## src/rtl/iter_shift_ctrl_if.sv

```systemverilog
// Request/result bundle for iter_shift_ctrl.
// master drives the request side, slave (the shifter) drives the result side.
interface iter_shift_ctrl_if #(
    parameter int unsigned WIDTH = 16,
    parameter int unsigned CW    = 4
);
    logic             start;
    logic [WIDTH-1:0] in;
    logic [CW-1:0]    cnt;
    logic [1:0]       op;
    logic [WIDTH-1:0] out;
    logic             busy;
    logic             done;

    modport master (
        output start, in, cnt, op,
        input  out, busy, done
    );

    modport slave (
        input  start, in, cnt, op,
        output out, busy, done
    );
endinterface

```

## src/rtl/iter_shift_ctrl.sv

```systemverilog
// Iterative shifter/rotator: applies a cnt-position shift as cnt single-bit
// steps, one per clock, through one 1-bit shift stage.
// op: 00 rotate left, 01 logical left, 10 arithmetic right, 11 logical right.
// WIDTH must equal 2**CW.
module iter_shift_ctrl #(
    parameter int unsigned WIDTH = 16,
    parameter int unsigned CW    = 4
) (
    input logic                clk,
    input logic                rst_n,
    iter_shift_ctrl_if.slave   bus
);

    typedef enum logic [1:0] {StIdle, StShift, StDone} state_e;

    state_e           state_q, state_d;
    logic [WIDTH-1:0] out_q, out_d;
    logic [CW-1:0]    rem_q, rem_d;
    logic [1:0]       op_q, op_d;
    logic [WIDTH-1:0] step;

    // Single 1-bit shift stage selected by the latched op.
    always_comb begin
        step = out_q;
        unique case (op_q)
            2'b00: step = {out_q[WIDTH-2:0], out_q[WIDTH-1]};
            2'b01: step = {out_q[WIDTH-2:0], 1'b0};
            2'b10: step = {out_q[WIDTH-1], out_q[WIDTH-1:1]};
            2'b11: step = {1'b0, out_q[WIDTH-1:1]};
            default: step = out_q;
        endcase
    end

    // Next-state: capture on start in idle, step while count remains, then one done cycle.
    always_comb begin
        state_d = state_q;
        out_d   = out_q;
        rem_d   = rem_q;
        op_d    = op_q;
        unique case (state_q)
            StIdle: begin
                if (bus.start) begin
                    out_d   = bus.in;
                    op_d    = bus.op;
                    rem_d   = bus.cnt;
                    state_d = StShift;
                end
            end
            StShift: begin
                if (rem_q != '0) begin
                    out_d = step;
                    rem_d = rem_q - CW'(1);
                end else begin
                    state_d = StDone;
                end
            end
            StDone: begin
                // start is deliberately ignored here; the next op starts from idle.
                state_d = StIdle;
            end
            default: state_d = StIdle;
        endcase
    end

    // State and datapath registers; reset aborts any operation in flight.
    always_ff @(posedge clk or negedge rst_n) begin
        if (!rst_n) begin
            state_q <= StIdle;
            out_q   <= '0;
            rem_q   <= '0;
            op_q    <= 2'b00;
        end else begin
            state_q <= state_d;
            out_q   <= out_d;
            rem_q   <= rem_d;
            op_q    <= op_d;
        end
    end

    assign bus.out  = out_q;
    assign bus.busy = (state_q != StIdle);
    assign bus.done = (state_q == StDone);

endmodule
```

## src/flat_wrapper.sv

```systemverilog
// flat-port wrapper written by rule: the top's interface ports become plain ports
module iter_shift_ctrl_flat 
#(
    parameter int unsigned WIDTH = 16,
    parameter int unsigned CW    = 4
)
  (clk, rst_n, bus_start, bus_in, bus_cnt, bus_op, bus_out, bus_busy, bus_done);
  iter_shift_ctrl_if #(.WIDTH(WIDTH), .CW(CW)) bus_i ();
  input logic clk;
  input logic rst_n;
  input wire logic [$bits(bus_i.start)-1:0] bus_start;
  input wire logic [$bits(bus_i.in)-1:0] bus_in;
  input wire logic [$bits(bus_i.cnt)-1:0] bus_cnt;
  input wire logic [$bits(bus_i.op)-1:0] bus_op;
  output wire logic [$bits(bus_i.out)-1:0] bus_out;
  output wire logic [$bits(bus_i.busy)-1:0] bus_busy;
  output wire logic [$bits(bus_i.done)-1:0] bus_done;
  assign bus_i.start = bus_start;
  assign bus_i.in = bus_in;
  assign bus_i.cnt = bus_cnt;
  assign bus_i.op = bus_op;
  assign bus_out = bus_i.out;
  assign bus_busy = bus_i.busy;
  assign bus_done = bus_i.done;
  iter_shift_ctrl #(.WIDTH(WIDTH), .CW(CW)) u_core (.clk(clk), .rst_n(rst_n), .bus(bus_i));
endmodule
```

## config.mk

```make
export PLATFORM = sky130hd
export DESIGN_NAME = iter_shift_ctrl_flat
export DESIGN_NICKNAME = d
export VERILOG_FILES = /design/src/rtl/iter_shift_ctrl_if.sv /design/src/rtl/iter_shift_ctrl.sv /design/src/flat_wrapper.sv
export SDC_FILE = /design/constraint.sdc
export NUM_CORES = 1
export LEC_CHECK = 0
export CORE_ASPECT_RATIO = 0.8
export CORE_MARGIN = 4
export CORE_UTILIZATION = 47
export CTS_CLUSTER_DIAMETER = 30
export CTS_CLUSTER_SIZE = 14
export DETAILED_ROUTE_END_ITERATION = 6
export GPL_TIMING_DRIVEN = 0
export PLACE_DENSITY = 0.8
export SLEW_MARGIN = 40
export SYNTH_ARGS = -nofsm -noshare
export SYNTH_HDL_FRONTEND = slang
export SYNTH_SLANG_ARGS = --single-unit
```

## constraint.sdc

```tcl
create_clock -name clk -period 2.19 [get_ports clk]
set_input_delay 0.219 -clock clk [delete_from_list [all_inputs] [get_ports clk]]
set_output_delay 0.219 -clock clk [all_outputs]
set_load 0.005 [all_outputs]
```

==> flow_summary.yaml, run 1 <==
status:
  status: "finished, final reports clean"
logic_synthesis:
  synth_edf_count: 0
  syn_inst: 151
  synth_cell_types: 31
  synthTopCellsByArea: "dfrtp_1 (42%), a211oi_1 (8.8%), nor2b_1 (6.9%)"
  synthTopCellsByCount: "dfrtp_1 (24), o21ai_0 (18), a211oi_1 (17)"
  synth-seq-area-share_pct: 41.6
  async_reset_ff_share_pct: 100
  synth_most_common_cell: "dfrtp_1"
  syn_avg_cell_area_um2: 9.56
  ys.flop_type: "dfrtp_1"
  synth_area_mm2: 0.00144
  synth_area_leader_cell: "dfrtp_1"
  yosysTopAreaCellShare_pct: 41.6
  synth_fp_nets: 178
  yosys_warnings: 0
  synth_seq_cells: 24
clocking:
  clock-sinks: 24
  cts.repair.resized: 0
  cts_tree: "yes"
  htree_num_levels: 1
  numCtsBuffers: 3
  clk_path_buf_depth: 2
  cts_root_buffer: "clkbuf_8"
  clkTransAtPathRegs_ns: 0.09
  clk_latency_ns: 0.27
timing:
  tightest_slew_ns: 0.554
  rsz0062_at_grt: "false"
  finalSetupViolations: 0
  final.period_utilization_pct: 82.4
  fin_crit_ns: 1.80
  maxSlewViolCount: 0
  fmaxAchievable_mhz: 554
  finClkSkew_ns: 0.00690
  fin_setup_tns_ns: 0
  max-slew-margin-rel_pct: 63.0
  hold_viol: 0
critical_path:
  start_kind: "flip-flop"
  cp_slowest_cell: "dfrtp_1"
  cp.required_ns: 2.37
  worstSetupPathType: "reg2reg"
  critPathMostFrequentCell: "buf_6"
  path_cells: "inv_1 > ha_1 > and4bb_4 > or2_1 > buf_6 > buf_6 > o31ai_2"
  crit_arrival_ns: 1.99
  worstPathMaxFanout: 10
  max_stage_delay_ns: 0.42
  critPathCaptureType: "flip-flop"
layout:
  fillers: 238
  layout.nets: 226
  area_growth_pct: 37.7
  final_cell_area_mm2: 0.00199
  antenna_cells: 0
  final_core_util_pct: 69.8
  layout-drive-gt1-share_pct: 11.1
routing:
  viasPerCell: 5.76
  drtIter0Drc: 140
  firstDrtPassIters: 4
  wl_um: 3860
  ant_nets: 0
  vias: 1360
  drc: 0
  wire_per_inst_um: 16.4
die:
  row_count: 17
  die_w_um: 70.0
  start_util_pct: 50.7
  fp.dieH_um: 57.6
  die_area_mm2: 0.00403
  ios: 43
  coreArea_mm2: 0.00285
run:
  max_cap_violations: 0
placement:
  place_area_mm2: 0.00191
  numPortBuffers: 42
  gp_congestion: 0.758
  post-dp-hpwl_um: 2730
global_route:
  grt_pass1_wl_um: 6470
  grt_overflow: 0
  grt_usage_pct: 19.7
  antenna_found_initial: 0
  grt_max_degree: 25
  grt_pass1_vias: 1316
power:
  p_switching_mw: 1.31
  vdd_drop_max_uv: 866
  p_int_mw: 1.94
  p_per_area_mw_per_mm2: 1630
  sw_frac_of_total_pct: 40.3
  p_comb_share_pct: 59.2
  leakage_nw: 0.787
  clkPwrFrac_pct: 12.2
  pwr-share-seq_pct: 28.7
min_path:
  hold_path.class: "in2async"
[power groups by stage]
stage | clock network [mW] | logic [mW] | registers [mW]
after global placement | 0 | 1.86 | 0.920
after detailed placement | 0 | 1.91 | 0.930
final | 0.395 | 1.92 | 0.930
after CTS | 0.402 | 1.93 | 0.920
after global routing | 0.421 | 2.10 | 0.972
after floorplan | 0 | 1.27 | 0.882
[stage by stage]
stage / hold WS [ns] / setup WS, ns / cells / power (mW)
final: 0.475 / 0.386 / 236 / 3.24
after global routing: 0.512 / 0.305 / 236 / 3.50
after CTS: 0.486 / 0.382 / 236 / 3.25
after detailed placement: 0.236 / 0.406 / 231 / 2.84
after global placement: 0.483 / 0.475 / 231 / 2.78
after floorplan: -0.0766 / 0.585 / 151 / 2.15
[state kept, by name (all words and copies together) (netlist names)]
name,count
u_core.state_q,2
u_core.rem_q,4
u_core.op_q,2
u_core.bus.out,16
[repair_timing]
item / CTS / global route
hold buffers: 1 / 0
setup buffers: 0 / 0
hold endpoints to repair: 24 / 0
[final timing paths]
check                           slack [ns]                 end       startpoint  cells after the start
max in group asynchronous             1.34  u_core.bus.out[14]            rst_n                      2
worst max-delay path                  0.39  u_core.bus.out[12]  u_core.rem_q[0]                      7
worst min register to register        0.50   u_core.state_q[1]  u_core.rem_q[3]                      1
min in group clk                      0.50   u_core.state_q[1]  u_core.rem_q[3]                      1
worst min-delay path                  0.48   u_core.bus.out[0]            rst_n                      2
worst max register to register        0.39  u_core.bus.out[12]  u_core.rem_q[0]                      7
[layer usage]
layer	routed length (um)	GRT usage, %
met3	240	5.46
met2	1850	32.3
met4	12	2.46
met5	0	0
met1	1760	27.0
[logic make-up (layout without fill, tap and decap cells)]
logic type,after synthesis,count (layout),synth area share [%]
compound gates,58,58,29.6
simple gates,46,46,18.8
flops,24,24,41.6
buf+inv,18,65,5.98
mux,3,3,2.25
fa+ha+maj,2,2,1.73
[cells in the final DEF, fill, tap and decap left out, types with 2 or more instances in the layout]
master           count
a211oi_1            17
a21oi_1              2
a2bb2oi_1            2
buf_1                2
buf_2                4
buf_6                2
clkbuf_1             6
clkbuf_8             3
clkdlybuf4s50_1     41
dfrtp_1             24
ha_1                 2
inv_1                5
mux2_2               2
nor2_1              16
nor2b_1             16
nor3b_1              2
nor4b_1              2
nor4bb_1             2
o21ai_0             18
o31ai_1              8
o31ai_2              8
[critical path, delay by kind of cell, from the launching register on]
family          cells  cell delay, ns
simple gates        2            0.45
buf+inv             3            0.38
fa+ha+maj           1            0.21
flops               1            0.42
compound gates      1            0.24
[cell type report]
class	count	area [um^2]	share of cell area, %
clock inverters	1	30.0	1.51
well taps	38	47.5	2.39
flip-flops and latches	24	601	30.2
inverters	5	18.8	0.944
multi-input cells	109	757	38.1
clock buffers	3	41.3	2.08
repair buffers	43	425	21.4
plain buffers	13	67.6	3.40
Power figures use the tool's default switching activity.
==> inputs of run 2 (changes only) <==
==> constraint.sdc (replaced) <==
create_clock -name clk -period 1.8 [get_ports clk]
set_input_delay 0.18 -clock clk [delete_from_list [all_inputs] [get_ports clk]]
set_output_delay 0.18 -clock clk [all_outputs]
set_load 0.005 [all_outputs]
==> flow_summary.yaml, run 2 (synthesis results as in run 1) <==
status:
  status: "finished, final reports clean"
critical_path:
  cp.buffers_inverters: 2
  critPathTopFamily: "flip-flops"
  r2r-end: "u_core.rem_q[0]"
  r2r_start: "u_core.rem_q[0]"
  worstPathMaxFanout: 10
  cp_slowest_cell: "dfrtp_1"
  worstSetupPathType: "reg2reg"
  cp.required_ns: 1.97
  critPathCaptureType: "flip-flop"
  max_stage_delay_ns: 0.43
  crit_arrival_ns: 1.91
  reg2regPathDepth: 6
  cp.depth: 6
  ff2ff_setup_slack_ns: 0.05
  start_kind: "flip-flop"
  path_cells: "inv_2 > ha_2 > and4bb_4 > clkbuf_1 > nor4b_1 > a211o_1"
timing:
  finClkSkew_ns: 0.0103
  finalSetupViolations: 0
  maxSlewViolCount: 0
  max-slew-margin-rel_pct: 62.4
  final.period_utilization_pct: 96.9
  tightest_slew_ns: 0.565
  setup_slack_ns: 0.0549
  fin_crit_ns: 1.75
  rsz0062_at_grt: "true"
  hold_viol: 0
  fmaxAchievable_mhz: 573
layout:
  largest_reg_flops: 16
  layout.nets: 227
  layout_commonest_cell: "clkdlybuf4s50_1"
  fin_cells: 237
  layout-drive-gt1-share_pct: 14.1
  multi_input_area_um2: 787
  seq_area_um2: 601
  most-common-layout-cells: "clkdlybuf4s50_1 (41), dfrtp_1 (24), o21ai_0 (17)"
  antenna_cells: 0
  fillers: 223
  area_growth_pct: 41.0
die:
  ios: 43
  row_count: 17
  die_area_mm2: 0.00403
  fp.dieH_um: 57.6
  die_w_um: 70.0
  start_util_pct: 50.7
  coreArea_mm2: 0.00285
min_path:
  hold_path.class: "in2async"
placement:
  post-dp-hpwl_um: 2730
  place_ws_ns: 0.0158
  numPortBuffers: 42
  gp_congestion: 0.758
  dp_cells: 231
routing:
  firstDrtPassIters: 4
  viasPerCell: 5.81
  wl_um: 3910
  drtIter0Drc: 124
  drc: 0
  wire_per_inst_um: 16.5
  ant_nets: 0
  vias: 1376
global_route:
  grt_max_degree: 25
  grt_pass1_vias: 1313
  grt_overflow: 0
  antenna_found_initial: 0
  grt_pass1_wl_um: 6470
  grt_usage_pct: 19.8
clocking:
  clock-sinks: 24
  clk_latency_ns: 0.27
  cts_tree: "yes"
  cts_root_buffer: "clkbuf_8"
  htree_num_levels: 1
  clkTransAtPathRegs_ns: 0.09
  numCtsBuffers: 3
  clk_path_buf_depth: 2
power:
  p_per_area_mw_per_mm2: 2020
  leakage_nw: 0.801
  vdd_drop_max_uv: 1020
run:
  max_cap_violations: 0
-- run 2: worst max-delay path by stage --
| stage | from | end | slack, ns |
|---|---|---|---|
| after floorplan | u_core.rem_q[0] | u_core.bus.out[10] | 0.20 |
| after global placement | u_core.rem_q[0] | u_core.bus.out[14] | 0.09 |
| after detailed placement | u_core.rem_q[0] | u_core.bus.out[12] | 0.02 |
| after CTS | u_core.rem_q[0] | u_core.bus.out[11] | 0.02 |
| after global routing | u_core.rem_q[0] | u_core.bus.out[11] | -0.01 |
| final | u_core.rem_q[0] | u_core.rem_q[0] | 0.05 |
-- run 2: cell type report --
cell class	count	share of cell area (%)
plain buffers	13	3.81
clock buffers	3	2.03
clock inverters	1	1.48
inverters	5	0.922
multi-input cells	109	38.7
flip-flops and latches	24	29.5
well taps	38	2.34
repair buffers	44	21.3
-- run 2: through the flow --
step                hold slack (ns)  setup TNS, ns  util [%]  cell area, um^2  total power [mW]
detailed placement            0.197              0      66.9             1910              3.45
CTS                           0.447              0      70.1             2000              3.99
global placement              0.483              0      67.1             1910              3.38
global route                  0.473        -0.0198      71.4             2040              4.42
finish                        0.438              0      71.4             2040              4.12
floorplan                    -0.116              0         -             1440              2.62
-- run 2: worst register-to-register path, stage by stage, from the launching register on --
cell and delay (ns):
dfrtp_1 0.43, inv_2 0.08, ha_2 0.17, and4bb_4 0.26, clkbuf_1 0.33, nor4b_1 0.11
a211o_1 0.25
-- run 2: timing repair --
item,4_1_cts,5_1_grt
hold endpoints to repair,24,0
setup buffers,0,1
pin swaps,0,0
endpoints found under the setup margin,1,9
gates resized for setup,2,8
hold buffers,1,0
-- run 2: report_power, final --
part	switching (mW)	internal, mW
Combinational	1.19	1.31
Sequential	0.296	0.840
Clock	0.184	0.298
-- run 2: routing by layer --
metal	vias to the layer above	wire, um	global-route usage [%]
met5	-	0	0
met4	0	15	2.46
met3	4	272	5.46
met2	62	1870	32.2
met1	659	1750	27.2
li1	651	-	-
